### src/rtl/fp_div_arbiter.sv
// Round-robin arbiter sharing one fixed-point divider among NREQ requesters.
// Latches the winner's operands, pulses div_start and waits for the result
// under a watchdog. The result is then returned on a shared bus with a
// one-hot done strobe.
module fp_div_arbiter #(
  parameter int unsigned WIDTH   = 32,
  parameter int unsigned FBITS   = 24,
  parameter int unsigned NREQ    = 4,
  parameter int unsigned TIMEOUT = 64
) (
  input  logic                      clk,
  input  logic                      rst,
  input  logic [NREQ-1:0]           req,
  input  logic [NREQ*WIDTH-1:0]     x_in,
  input  logic [NREQ*WIDTH-1:0]     y_in,
  output logic [NREQ-1:0]           gnt,
  output logic [NREQ-1:0]           done,
  output logic [$clog2(NREQ)-1:0]   res_id,
  output logic [WIDTH-1:0]          q_out,
  output logic [WIDTH-1:0]          r_out,
  output logic                      dbz_out,
  output logic                      ovf_out,
  output logic                      tmo_out,
  output logic                      div_start,
  output logic [WIDTH-1:0]          div_x,
  output logic [WIDTH-1:0]          div_y,
  input  logic                      div_busy,
  input  logic                      div_valid,
  input  logic                      div_dbz,
  input  logic                      div_ovf,
  input  logic [WIDTH-1:0]          div_q,
  input  logic [WIDTH-1:0]          div_r
);

  localparam int unsigned IDW = $clog2(NREQ);
  localparam int unsigned CW  = $clog2(TIMEOUT);

  // Reject parameter sets the arbiter cannot support.
  if (FBITS >= WIDTH || NREQ < 2 || NREQ > 16 || TIMEOUT < 4) begin : g_param_check
    $error("fp_div_arbiter: unsupported parameter set");
  end

  typedef enum logic [1:0] {
    S_IDLE,
    S_ISSUE,
    S_WAIT,
    S_DONE
  } state_t;

  state_t           state, state_d;
  logic [IDW-1:0]   ptr, ptr_d;
  logic [CW-1:0]    cnt, cnt_d;

  logic             found;
  logic [IDW-1:0]   win;
  logic [IDW:0]     rr_idx;
  logic [WIDTH-1:0] x_sel, y_sel;

  logic [NREQ-1:0]  gnt_d, done_d;
  logic             start_d;
  logic [WIDTH-1:0] x_d, y_d, q_d, r_d;
  logic [IDW-1:0]   id_d;
  logic             dbz_d, ovf_d, tmo_d;

  // Round-robin search: first set req bit starting at ptr, wrapping mod NREQ.
  always_comb begin
    found  = 1'b0;
    win    = '0;
    rr_idx = '0;
    for (int unsigned k = 0; k < NREQ; k++) begin
      rr_idx = (IDW+1)'(ptr) + (IDW+1)'(k);
      if (rr_idx >= (IDW+1)'(NREQ)) begin
        rr_idx = rr_idx - (IDW+1)'(NREQ);
      end
      if (!found && req[rr_idx[IDW-1:0]]) begin
        found = 1'b1;
        win   = rr_idx[IDW-1:0];
      end
    end
  end

  // Operand mux for the current round-robin winner.
  always_comb begin
    x_sel = '0;
    y_sel = '0;
    for (int unsigned i = 0; i < NREQ; i++) begin
      if (win == IDW'(i)) begin
        x_sel = x_in[i*WIDTH +: WIDTH];
        y_sel = y_in[i*WIDTH +: WIDTH];
      end
    end
  end

  // Next-state and next-output logic; registered outputs hold by default.
  always_comb begin
    state_d = state;
    ptr_d   = ptr;
    cnt_d   = cnt;
    gnt_d   = '0;
    done_d  = '0;
    start_d = 1'b0;
    x_d     = div_x;
    y_d     = div_y;
    id_d    = res_id;
    q_d     = q_out;
    r_d     = r_out;
    dbz_d   = dbz_out;
    ovf_d   = ovf_out;
    tmo_d   = tmo_out;

    case (state)
      S_IDLE: begin
        if (found) begin
          x_d     = x_sel;
          y_d     = y_sel;
          id_d    = win;
          ptr_d   = (win == IDW'(NREQ-1)) ? '0 : win + 1'b1;
          gnt_d   = NREQ'(1) << win;
          start_d = 1'b1;
          state_d = S_ISSUE;
        end
      end
      S_ISSUE: begin
        // A valid seen here belongs to an older divide and is ignored.
        cnt_d   = '0;
        state_d = S_WAIT;
      end
      S_WAIT: begin
        // A result arriving on the terminal count still wins over the abort.
        if (div_valid && !div_busy) begin
          q_d     = div_q;
          r_d     = div_r;
          dbz_d   = div_dbz;
          ovf_d   = div_ovf;
          tmo_d   = 1'b0;
          done_d  = NREQ'(1) << res_id;
          state_d = S_DONE;
        end else if (cnt == CW'(TIMEOUT-1)) begin
          q_d     = '0;
          r_d     = '0;
          dbz_d   = 1'b0;
          ovf_d   = 1'b0;
          tmo_d   = 1'b1;
          done_d  = NREQ'(1) << res_id;
          state_d = S_DONE;
        end else begin
          cnt_d = cnt + 1'b1;
        end
      end
      S_DONE: begin
        state_d = S_IDLE;
      end
      default: begin
        state_d = S_IDLE;
      end
    endcase
  end

  // FSM state, round-robin pointer and watchdog counter.
  always_ff @(posedge clk) begin
    if (rst) begin
      state <= S_IDLE;
      ptr   <= '0;
      cnt   <= '0;
    end else begin
      state <= state_d;
      ptr   <= ptr_d;
      cnt   <= cnt_d;
    end
  end

  // Registered outputs: handshake strobes, divider operands and result bus.
  always_ff @(posedge clk) begin
    if (rst) begin
      gnt       <= '0;
      done      <= '0;
      div_start <= 1'b0;
      div_x     <= '0;
      div_y     <= '0;
      res_id    <= '0;
      q_out     <= '0;
      r_out     <= '0;
      dbz_out   <= 1'b0;
      ovf_out   <= 1'b0;
      tmo_out   <= 1'b0;
    end else begin
      gnt       <= gnt_d;
      done      <= done_d;
      div_start <= start_d;
      div_x     <= x_d;
      div_y     <= y_d;
      res_id    <= id_d;
      q_out     <= q_d;
      r_out     <= r_d;
      dbz_out   <= dbz_d;
      ovf_out   <= ovf_d;
      tmo_out   <= tmo_d;
    end
  end

endmodule

### config.mk
export PLATFORM = sky130hd
export DESIGN_NAME = fp_div_arbiter
export DESIGN_NICKNAME = d
export VERILOG_FILES = /design/src/rtl/fp_div_arbiter.sv
export SDC_FILE = /design/constraint.sdc
export NUM_CORES = 1
export LEC_CHECK = 0
export ABC_CLOCK_PERIOD_IN_PS = 2400
export CAP_MARGIN = 20
export CORE_AREA = 3 3 184 186
export CTS_CLUSTER_SIZE = 24
export DETAILED_ROUTE_END_ITERATION = 8
export DIE_AREA = 0 0 187 189
export DONT_BUFFER_PORTS = 1
export PLACE_DENSITY_LB_ADDON = 0.05
export SLEW_MARGIN = 10
export SYNTH_ARGS = -nofsm -noshare
export SYNTH_HDL_FRONTEND = slang
export SYNTH_SLANG_ARGS = --single-unit
### constraint.sdc
create_clock -name clk -period 2.4 [get_ports clk]
set_input_delay 0.24 -clock clk [delete_from_list [all_inputs] [get_ports clk]]
set_output_delay 0.24 -clock clk [all_outputs]
set_load 0.03 [all_outputs]
# After elaboration in Yosys (flattened, before gate mapping)
# Index checks and enable logic that the tools add are counted.
[totals]
regBits = 152
out_inout_bits = 142
elab_cells = 113
[op_classes]
mux = 47
addsub = 9
n_eq_ne = 11
order_cmp = 8
n_shift = 2
n_reduce_logical = 19
n_bitwise = 3
[ops]
columns = ["operator", "n"]
rows = [
  ["32-bit 2-to-1 mux", 11],
  ["2-bit 2-to-1 mux", 12],
  ["1-bit 2-to-1 mux", 14],
  ["2-bit by 3-bit < comparator with 1-bit output, second input constant", 4],
  ["6-bit 2-to-1 mux", 2],
  ["6-bit case mux with 2 select lines", 1],
  ["3-bit >= comparator, second input constant", 3],
  ["1-bit binary-select mux with 2-bit select", 4],
  ["2-bit == test, second input constant", 4],
  ["4-bit 2-to-1 mux", 2],
  ["2-bit case mux with 4 select lines", 1],
  ["1-bit by 2-bit left shift with 4-bit output, first input constant", 2],
  ["2-bit by 1-bit subtractor with 2-bit output, second input constant", 4],
  ["2-bit by 2-bit adder with 3-bit output, second input constant", 2],
  ["6-bit by 1-bit adder with 6-bit output, second input constant", 1],
  ["6-bit == test, second input constant", 1],
  ["2-bit != test, second input constant", 3],
  ["2-bit AND reduction", 3],
  ["2-bit by 1-bit == test with 1-bit output, second input constant", 2],
  ["1-bit logical AND", 4],
  ["1-bit logical NOT", 4],
  ["2-bit logical NOT", 2],
  ["2-bit nonzero test", 2],
  ["2-bit OR reduction", 2],
  ["other kinds (7)", 9],
]

# Depth between registers and ports, before layout
# Gate-level depths: netlist of the first run.
[logic_depth]
depth_word = 19
mapped_depth = 11
mapped_depth_nobuf = 9

# Worst setup path before layout of the first run
# OpenSTA, ideal clock, no wires.
[synth_timing]
kind = "register to register"
from = "reg ptr[1]"
to = "reg div_x[0]"
path_stages_with_launch = 9
setup_ns = 0.074
setup_slack_ns = 0.177
t_arrival_ns = 2.149
path_buffers = 2
cell_sequence = "dfxtp_1 > a21oi_1 > o31ai_1 > ha_1 > buf_4 > clkbuf_1 > a221oi_1 > o311a_1 > nor3_2"
[synth_between]
elab_chain_cells = 19
word_cells_on_any_way = 46
cone_classes = "add/sub (7); order compare (4); eq/ne (3); mux (24); reduce/logical (8)"
[synth_lines]
columns = ["element", "line", "text"]
rows = [
  ["start: declaration", "51", "logic [IDW-1:0] ptr, ptr_d;"],
  ["start signal: assignment", "167", "ptr <= ptr_d;"],
  ["branches (longest 19 deep; another with 2-bit by 1-bit adder with 3-bit output)", "n/a", ""],
  ["end signal: assignment", "178", "div_x <= '0;"],
  ["end signal: assignment", "190", "div_x <= x_d;"],
  ["end: declaration", "25", "output logic [WIDTH-1:0] div_x,"],
]
# Several ways; the timed one is not identified. The select of a mux whose other input is x is not followed.
# A chain may end at the register's enable or synchronous reset.

# Worst setup path after layout of the first run
[layout_timing]
from = "reg ptr[0]"
to = "reg div_y[22]"
[layout_between]
elab_chain_cells = 19
word_cells_on_any_way = 46
cone_classes = "add/sub (7); order compare (4); eq/ne (3); mux (24); reduce/logical (8)"
[layout_lines]
columns = ["element", "line", "text"]
rows = [
  ["branches (longest 13 deep; another with 2-bit by 1-bit adder with 3-bit output)", "n/a", ""],
  ["2-bit 2-to-1 mux *", "75", "if (!found && req[rr_idx[IDW-1:0]]) begin"],
  ["net win[0]", "55", "logic [IDW-1:0] win;"],
  ["2-bit logical NOT", "87", "if (win == IDW'(i)) begin"],
  ["32-bit 2-to-1 mux (3 in a row)", "87", ""],
  ["32-bit 2-to-1 mux *", "87", ""],
  ["end signal: assignment", "191", "div_y <= y_d;"],
  ["end: declaration", "26", "output logic [WIDTH-1:0] div_y,"],
]
# Mark *: on every way through the listed nets, which the timed path passes. The select of a mux whose other input is x is not followed.

==> summary.txt, run 1 <==
Floorplan
  – Die height: 189 um
  – Die W: 187 um
  – FP Rows: 66
  – DIE AREA: 35,340 um2
  – # IOs: 472
  – Core Area: 32,450 um2
  – Initial Utilization: 21.95%

Clock network
  – Number of buffers created by CTS: 17
  – CTS max path bufs: 2
  – Htree depth: 4
  – Clk Latency, worst-skew pair: 0.42 ns
  – CTS tree: yes
  – Reg clk slew, reported paths: 0.06 ns
  – Num Clock Sinks: 152
  – Clock root cell: clkbuf_16

Synth
  – Flops & latches, synth: 152
  – Sequential share of the synthesized area: 42.72%
  – Count of cell types in the netlist: 40
  – Post-Syn Area per Cell: 9.179 um2
  – Yosys top cell by area: dfxtp_1
  – Post-Synthesis Cells: 776
  – Mapped Nets: 1,114
  – Number of flops mapped to enable cells by yosys: 0
  – Top area cells in the synthesized netlist: dfxtp_1 43%, o311a_1 9.0%, a22o_1 8.1%
  – Synth top cells by count: 152 x dfxtp_1, 75 x nand2_1, 69 x nor2_1, 69 x nor2b_1, 66 x a22o_1
  – Yosys warns: 0
  – Most common cell in the netlist: dfxtp_1
  – Ys flop type: dfxtp_1
  – Cell Area, Synth: 7123 um2
  – Area share of the largest cell type after synthesis: 42.72%
  – Ys async rst share: 0%

Detailed routing
  – Routed Antenna Nets: 0
  – Starting DRT DRC Count: 296
  – DR WL/cell: 23.16 um
  – Vias: 6,446
  – Residual DRC: 0
  – Total wire length: 29,130 um
  – 1st-pass router iterations: 5
  – Vias/cell: 5.124

Timing
  – Final setup fails: 0
  – Fmax: 433.5 MHz
  – RSZ-0062 raised after global routing: true
  – Slew HR: 45.74%
  – Clock skew: 0.009206 ns
  – Hold Vio Cnt, Final: 0
  – Worst setup slack after layout: 0.09293 ns
  – Slew @ Worst Pin: 0.8103 ns
  – Fin crit share: 96.13%
  – Post-layout min period: 2.307 ns
  – Fin. max-slew vios: 0

GRT
  – All-Layer GR Usage: 15.27%
  – Initial antenna violation count: 0
  – Vias in the first global route: 6,492
  – First-pass GRT wire length: 41,720 um
  – Largest net degree at the start of global routing: 75
  – Grt ovf: 0

Finish
  – Layout Area Growth over Synthesis: 26.31%
  – Diodes inserted: 0
  – Layout cells sized above 1: 11.27%
  – Fin nets: 1,142
  – Fillcell total: 3,336

Placement
  – Worst slack, placed: -0.3531 ns
  – GP Congestion: 0.8272
  – HPWL after DPL: 20,650 um
  – IO Port Bufs: 0

Critical path
  – CP Capture Type: flip-flop
  – Flop2flop setup slack: 0.09 ns
  – CP startpoint kind: flip-flop
  – Crit path DAT: 2.66 ns
  – Critical path required time: 2.75 ns
  – Crit path max fanout: 9
  – Critical path class: flip-flop to flip-flop

Status
  – Status: completed

Pwr
  – PD cells: 1378 nW/um2
  – Switching share of power: 43.94%
  – Combinational share of power: 43.0%
  – Clock power frac: 20.6%
  – VDD IR max: 0.0007059 V
  – Int Pwr: 6953 uW
  – Seq pwr share: 36.4%
  – P_sw: 5449 uW
  – Static leakage: 0.003284 uW
  – PnR Total Power: 12,400 uW

Hold path
  – Min-Delay Path Class: input port to flip-flop

Run
  – Maxcap violations: 0
[cell families after synthesis]
kind of cell | count (synthesis) | share of synthesized area (%)
AO/OA/AOI/OAI | 221 | 27.45
adder cells (fa/ha/maj) | 8 | 1.405
buffers and inverters | 88 | 6.306
flip-flops | 152 | 42.72
multiplexers | 2 | 0.2811
AND/OR/NAND/NOR | 305 | 21.83
[routing by layer]
metal	part of all wire (%)	up-vias	track usage (%)	wire, um
met4	1.9	0	4.972	560
met2	50	352	26.94	14700
met5	0	-	0	0
met3	11	36	7.554	3257
met1	36	3086	15.91	10610
li1	-	2972	-	-
[timing repair]
item / in CTS / in global routing
hold endpoints to repair: 140 / 0
hold buffers: 68 / 0
gates resized for setup: 2 / 17
cloned: 0 / 2
pin swaps: 0 / 4
buffers inserted: 0 / 2
setup endpoints to repair: 64 / 64
[area by class of cell]
cell class	instances	area, um2	share of cell area [%]
flip-flops and latches	152	3044	33.83
clock buffers	20	446.7	4.965
inverters	7	26.28	0.2920
clock inverters	11	97.59	1.085
well taps	442	553.0	6.147
repair buffers	90	1039	11.54
multi-input cells	536	3791	42.14
[stage by stage]
step / setup TNS (ns) / instances / utilization, % / area, um2 / hold WS, ns
2_1_floorplan: 0 / 776 / - / 7123 / 0.3542
3_3_place_gp: -3.257 / 1155 / 23.42 / 7600 / 0.3438
3_5_place_dp: -10.42 / 1155 / 23.42 / 7600 / 0.3533
4_1_cts: 0 / 1254 / 27.28 / 8853 / 0.03575
5_1_grt: -0.4082 / 1258 / 27.72 / 8997 / 0.06888
6_report: 0 / 1258 / 27.72 / 8997 / 0.08116
[placed cells by master (no fill, tap or decap), drive strengths merged, types with 2 or more instances in the layout]
cell,n
clkinvlp,4
nor2,69
a221oi,64
a22o,66
dfxtp,152
nand2b,7
nor2b,69
o211ai,2
a211oi,3
mux2i,2
and3,4
a21oi,11
nand3,6
nor3b,3
ha,8
dlygate4sd3,67
a21o,4
nor3,66
clkbuf,21
inv,9
clkinv,4
nand2,75
buf,22
o311a,64
[state kept, by name, indices dropped and copies added, names as in the netlist, 2 cells and up]
register  flops
div_x        32
cnt           6
res_id        2
ptr           2
gnt           4
r_out        32
div_y        32
done          4
state         2
q_out        32
[worst max-delay path: stages, from the launching register on]
cell and delay, ns:
dfxtp_2 0.34, nand2b_1 0.18, a21oi_2 0.14, a211o_1 0.21, inv_2 0.08, ha_4 0.19, nor2b_4 0.16, buf_4 0.16
buf_8 0.17, a221oi_1 0.10, o311a_1 0.35, nor3_1 0.15
[worst paths after layout]
kind	from	end	cells past startpoint
worst max-delay path	ptr[0]	div_y[22]	11
worst min register to register	cnt[5]	cnt[5]	2
worst max register to register	ptr[0]	div_y[22]	11
worst min-delay path	rst	done[0]	3
[power by group through the flow]
stage	Combinational [uW]	Clock, uW	Sequential [uW]
global route	5910	2770	4590
CTS	5130	2690	4530
detailed placement	4960	0	4580
finish	5330	2560	4510
floorplan	3730	0	4320
global placement	4880	0	4600
(Power assumes the default switching activity.)
==> run 2, diff against run 1 <==
--- a/config.mk
+++ b/config.mk
@@ -6,8 +6,8 @@
 export NUM_CORES = 1
 export LEC_CHECK = 0
 export ABC_CLOCK_PERIOD_IN_PS = 2400
-export CAP_MARGIN = 20
 export CORE_AREA = 3 3 184 186
+export CTS_BUF_LIST = sky130_fd_sc_hd__clkbuf_4
 export CTS_CLUSTER_SIZE = 24
 export DETAILED_ROUTE_END_ITERATION = 8
 export DIE_AREA = 0 0 187 189
==> summary.txt, run 2 (synthesis results as in run 1) <==
Detailed routing
  – Total wire length: 29,200 um
  – Vias: 6,512
  – 1st-pass router iterations: 4
  – Vias/cell: 5.107
  – DR WL/cell: 22.90 um
  – Starting DRT DRC Count: 209
  – Residual DRC: 0
  – Routed Antenna Nets: 0

Pwr
  – PD cells: 1298 nW/um2
  – VDD IR max: 0.0006967 V
  – PnR Total Power: 11,480 uW
  – Static leakage: 0.003245 uW

Finish
  – Layout Area Growth over Synthesis: 24.24%
  – Most frequent cells in the layout: 151 x dfxtp_1, 81 x dlygate4sd3_1, 75 x nand2_1
  – Design area: 8850 um2
  – Commonest non-fill, non-tap cell in the layout: dfxtp_1
  – Fin nets: 1,158
  – Final Non-Filler Cells: 1,275
  – Layout cells sized above 1: 11.18%

Timing
  – Clock skew: 0.02083 ns
  – RSZ-0062 raised after global routing: true
  – Final setup fails: 0
  – Post-layout min period: 2.297 ns
  – Hold Slack: -0.2402 ns
  – Slew @ Worst Pin: 0.6905 ns
  – Hold Vio Cnt, Final: 64
  – Slew HR: 53.97%
  – Fin Setup TNS: 0 ns
  – Fin crit share: 95.72%
  – Fmax: 435.3 MHz
  – Fin. max-slew vios: 0

Clock network
  – CTS tree: yes
  – Reg clk slew, reported paths: 0.14 ns
  – CTS max path bufs: 2
  – Clk Latency, worst-skew pair: 0.56 ns
  – Htree depth: 4
  – Num Clock Sinks: 152
  – Number of buffers created by CTS: 17
  – Clock root cell: clkbuf_4

Hold path
  – Min-Delay Path Class: input port to flip-flop
  – HP Start: rst
  – Hold depth: 1

Floorplan
  – # IOs: 472
  – Core Area: 32,450 um2
  – DIE AREA: 35,340 um2
  – FP Rows: 66
  – Initial Utilization: 21.95%
  – Die W: 187 um
  – Die height: 189 um

Critical path
  – Worst Setup SP: ptr[0]
  – CP startpoint kind: flip-flop
  – Critical path class: flip-flop to flip-flop
  – Critical path required time: 2.90 ns
  – R2R cell count: 11
  – Reg2Reg Launch Point: ptr[0]
  – CP Capture Type: flip-flop
  – Crit path max fanout: 10
  – Slowest cell on the critical path: dfxtp_4
  – Max incr delay on CP: 0.38 ns
  – Crit path DAT: 2.80 ns
  – Critical Path, Cell by Cell: nand2b_4 -> a21oi_2 -> a211o_1 -> inv_2 -> ha_4 -> nor2b_4 -> buf_6 -> buf_12 -> a221oi_1 -> o311a_1 -> nor3_1

Placement
  – IO Port Bufs: 0
  – Placed cells: 1,155
  – Post-DP Area: 7600 um2
  – GP Congestion: 0.8272
  – HPWL after DPL: 20,650 um

GRT
  – Initial antenna violation count: 1
  – First-pass GRT wire length: 41,660 um
  – Largest net degree at the start of global routing: 79
  – All-Layer GR Usage: 15.22%
  – Vias in the first global route: 6,521
  – Grt ovf: 0

Run
  – Maxcap violations: 0

Status
  – Failing checks: hold timing
  – Status: finished, violations left
-- run 2: changes by cell type in the layout (fill, tap and decap cells not counted), sizes merged --
cell	before	now
dlygate4sd3	67	81
buf	22	23
diode	0	1
clkinv	4	5
-- run 2: area by class of cell --
type                            count  area, um2
Antenna cell                        1      2.502
Clock buffer                       19      142.6
Clock inverter                     12      101.3
Fill cell                        3359      23600
Inverter                            7      26.28
Multi-Input combinational cell    536       3779
Sequential cell                   152       3047
Tap cell                          442      553.0
Timing Repair Buffer              106       1199
-- run 2: what timing repair did --
item / 4_1_cts / 5_1_grt
setup endpoints to repair: 64 / 65
gates resized for setup: 3 / 17
hold endpoints to repair: 152 / 68
gates cloned: 0 / 3
pin swaps: 0 / 4
hold buffers: 77 / 4
buffers inserted: 0 / 4
-- run 2: metal layers --
layer | global-route usage [%] | vias up | share of wire, %
met2 | 26.93 | 372 | 51
met5 | 0 | - | 0
met4 | 4.885 | 0 | 1.8
met1 | 15.70 | 3090 | 36
met3 | 7.721 | 37 | 11
li1 | - | 3013 | -
-- run 2: where the power goes --
part           internal (uW)  switching (uW)  total [uW]
Clock                    525             977        1500
Combinational           2570            2910        5480
Sequential              3060            1440        4510
-- run 2: final timing paths --
path	end	slack (ns)
max	div_y[13]	0.10
min	div_x[2]	-0.24
max reg2reg	div_y[13]	0.10
min reg2reg	cnt[5]	0.49
-- run 2: worst max-delay path, delay by kind of cell (launching register included) --
kind            cells  cell delay, ns
compound gates      4            0.78
flops               1            0.38
buf+inv             3            0.37
fa+ha+maj           1            0.19
simple gates        3            0.48
-- run 2: stage by stage --
step / util, % / setup slack [ns] / hold slack [ns]
after floorplan: - / 0.1767 / 0.3542
after global placement: 23.42 / -0.1828 / 0.3438
after detailed placement: 23.42 / -0.3531 / 0.3533
after CTS: 26.59 / 0.006442 / -0.3568
after global routing: 27.27 / -0.02118 / -0.3498
final: 27.27 / 0.1027 / -0.2402
==> run 3, diff against run 2 <==
--- a/config.mk
+++ b/config.mk
@@ -13,6 +13,7 @@
 export DIE_AREA = 0 0 187 189
 export DONT_BUFFER_PORTS = 1
 export PLACE_DENSITY_LB_ADDON = 0.05
+export SETUP_SLACK_MARGIN = 0.15
 export SLEW_MARGIN = 10
 export SYNTH_ARGS = -nofsm -noshare
 export SYNTH_HDL_FRONTEND = slang
==> summary.txt, run 3 (synthesis results as in run 1) <==
Detailed routing
  – Total wire length: 32,760 um
  – Starting DRT DRC Count: 268
  – Residual DRC: 0
  – DR WL/cell: 25.35 um
  – Routed Antenna Nets: 0
  – Vias/cell: 5.238
  – 1st-pass router iterations: 5
  – Vias: 6,768

Critical path
  – CP Capture Type: flip-flop
  – Crit path to: div_x[2]
  – CP top delay family: compound AO/OA/AOI/OAI gates
  – Critical Path, Cell by Cell: nand2b_4 -> a21o_1 -> o31ai_4 -> ha_2 -> nor2b_4 -> buf_12 -> clkbuf_16 -> a221oi_1 -> o311a_1 -> nor3_2
  – Worst path depth: 10
  – CP startpoint kind: flip-flop
  – Critical path required time: 2.91 ns
  – Worst Setup SP: ptr[0]
  – R2R cell count: 10
  – Flop2flop setup slack: 0.09 ns
  – Buf+Inv Stages, Crit Path: 2
  – Reg2Reg Launch Point: ptr[0]
  – Crit path DAT: 2.83 ns
  – Critical path class: flip-flop to flip-flop
  – Crit path max fanout: 7
  – Max incr delay on CP: 0.39 ns
  – Slowest cell on the critical path: dfxtp_4
  – Worst flop-to-flop path endpoint: div_x[2]

Timing
  – Slew HR: 44.78%
  – Fmax: 432.4 MHz
  – RSZ-0062 raised after global routing: true
  – Post-layout min period: 2.313 ns
  – Clock skew: 0.02096 ns
  – Final setup fails: 0
  – Hold Vio Cnt, Final: 69
  – Slew @ Worst Pin: 0.8247 ns
  – Hold Slack: -0.2737 ns
  – Fin. max-slew vios: 0
  – Fin crit share: 96.36%

Clock network
  – CTS tree: yes
  – Hold buffers post-CTS: 76
  – Clk Latency, worst-skew pair: 0.57 ns
  – Clock root cell: clkbuf_4
  – Number of buffers created by CTS: 17
  – Num Clock Sinks: 152
  – Htree depth: 4
  – Reg clk slew, reported paths: 0.14 ns
  – CTS max path bufs: 2

Finish
  – Layout Area Growth over Synthesis: 34.25%
  – Design area: 9563 um2
  – Commonest non-fill, non-tap cell in the layout: dfxtp_1
  – Fin nets: 1,175
  – Layout cells sized above 1: 19.08%
  – Layout Utilization: 29.47%
  – Most frequent cells in the layout: 150 x dfxtp_1, 76 x dlygate4sd3_1, 75 x nand2_1

Floorplan
  – # IOs: 472
  – Die W: 187 um
  – FP Rows: 66
  – Core Area: 32,450 um2
  – DIE AREA: 35,340 um2
  – Initial Utilization: 21.95%
  – Die height: 189 um

Placement
  – IO Port Bufs: 0
  – HPWL after DPL: 20,650 um
  – Post-DP Area: 7600 um2
  – GP Congestion: 0.8272

GRT
  – First-pass GRT wire length: 42,830 um
  – All-Layer GR Usage: 15.75%
  – Grt ovf: 0
  – Vias in the first global route: 6,620
  – Initial antenna violation count: 1
  – Largest net degree at the start of global routing: 79

Pwr
  – Static leakage: 0.003501 uW
  – VDD IR max: 0.0006394 V
  – PD cells: 1364 nW/um2
  – PnR Total Power: 13,040 uW

Hold path
  – Min-Delay Path Class: input port to flip-flop

Run
  – Maxcap violations: 0

Status
  – Status: finished, violations left
  – Failing checks: hold timing
[run 3: cell types whose count changed in the layout (fill, tap and decap cells not counted), moves of 7 or more]
cell,change
buf_16,+7
a221oi_2,+8
clkbuf_16,+9
nor3_2,+28
a221oi_1,-9
nor3_1,-28
[run 3: worst reg2reg max path, cell delays in order (launching register included)]
cell and delay [ns]:
dfxtp_4 0.39, nand2b_4 0.15, a21o_1 0.19, o31ai_4 0.11
ha_2 0.25, nor2b_4 0.21, buf_12 0.17, clkbuf_16 0.18
a221oi_1 0.09, o311a_1 0.38, nor3_2 0.14
[run 3: area by class of cell]
class | instances | area, um2
diodes | 1 | 2.502
clock buffers | 19 | 142.6
clock inverters | 12 | 101.3
fillers | 3292 | 22890
inverters | 7 | 26.28
multi-input cells | 536 | 4041
flip-flops and latches | 152 | 3048
well taps | 442 | 553.0
repair buffers | 123 | 1648
[run 3: worst min path at each step]
stage | to | startpoint | slack [ns] | cells after the start
4_1_cts | cnt[2] | rst | -0.36 | 1
6_report | cnt[0] | rst | -0.27 | 1
2_1_floorplan | div_start | rst | 0.35 | 1
3_5_place_dp | state[1] | rst | 0.35 | 1
3_3_place_gp | state[1] | rst | 0.34 | 1
5_1_grt | cnt[0] | rst | -0.38 | 1
[run 3: power breakdown]
group | switching [uW] | internal [uW] | total [uW]
sequential | 1450 | 3070 | 4520
combinational | 3570 | 3440 | 7010
clock | 989 | 525 | 1510
total | 6010 | 7030 | 13000
[run 3: metal layers]
| metal | part of all wire, % | global-route usage (%) | wire length (um) | vias up |
|---|---|---|---|---|
| met2 | 51 | 28.01 | 16650 | 399 |
| met4 | 2.0 | 4.827 | 641 | 0 |
| met5 | 0 | 0 | 0 | - |
| li1 | - | - | - | 3056 |
| met3 | 10 | 7.665 | 3425 | 43 |
| met1 | 37 | 16.43 | 12050 | 3270 |
[run 3: repair_timing]
item                       in CTS  in global routing
setup endpoints to repair      64                 68
gates resized for setup        19                 66
pin swaps                       5                 52
hold endpoints to repair      152                 69
buffers inserted                5                  5
cloned                          4                 15
[run 3: per-stage QoR]
stage / setup TNS, ns / setup slack, ns / hold slack (ns) / std cells
2_1_floorplan: 0 / 0.1767 / 0.3542 / 776
3_3_place_gp: -3.257 / -0.1828 / 0.3438 / 1155
3_5_place_dp: -10.42 / -0.3531 / 0.3533 / 1155
4_1_cts: 0 / 0.03176 / -0.3568 / 1271
5_1_grt: -0.03920 / -0.01707 / -0.3846 / 1292
6_report: 0 / 0.08730 / -0.2737 / 1292
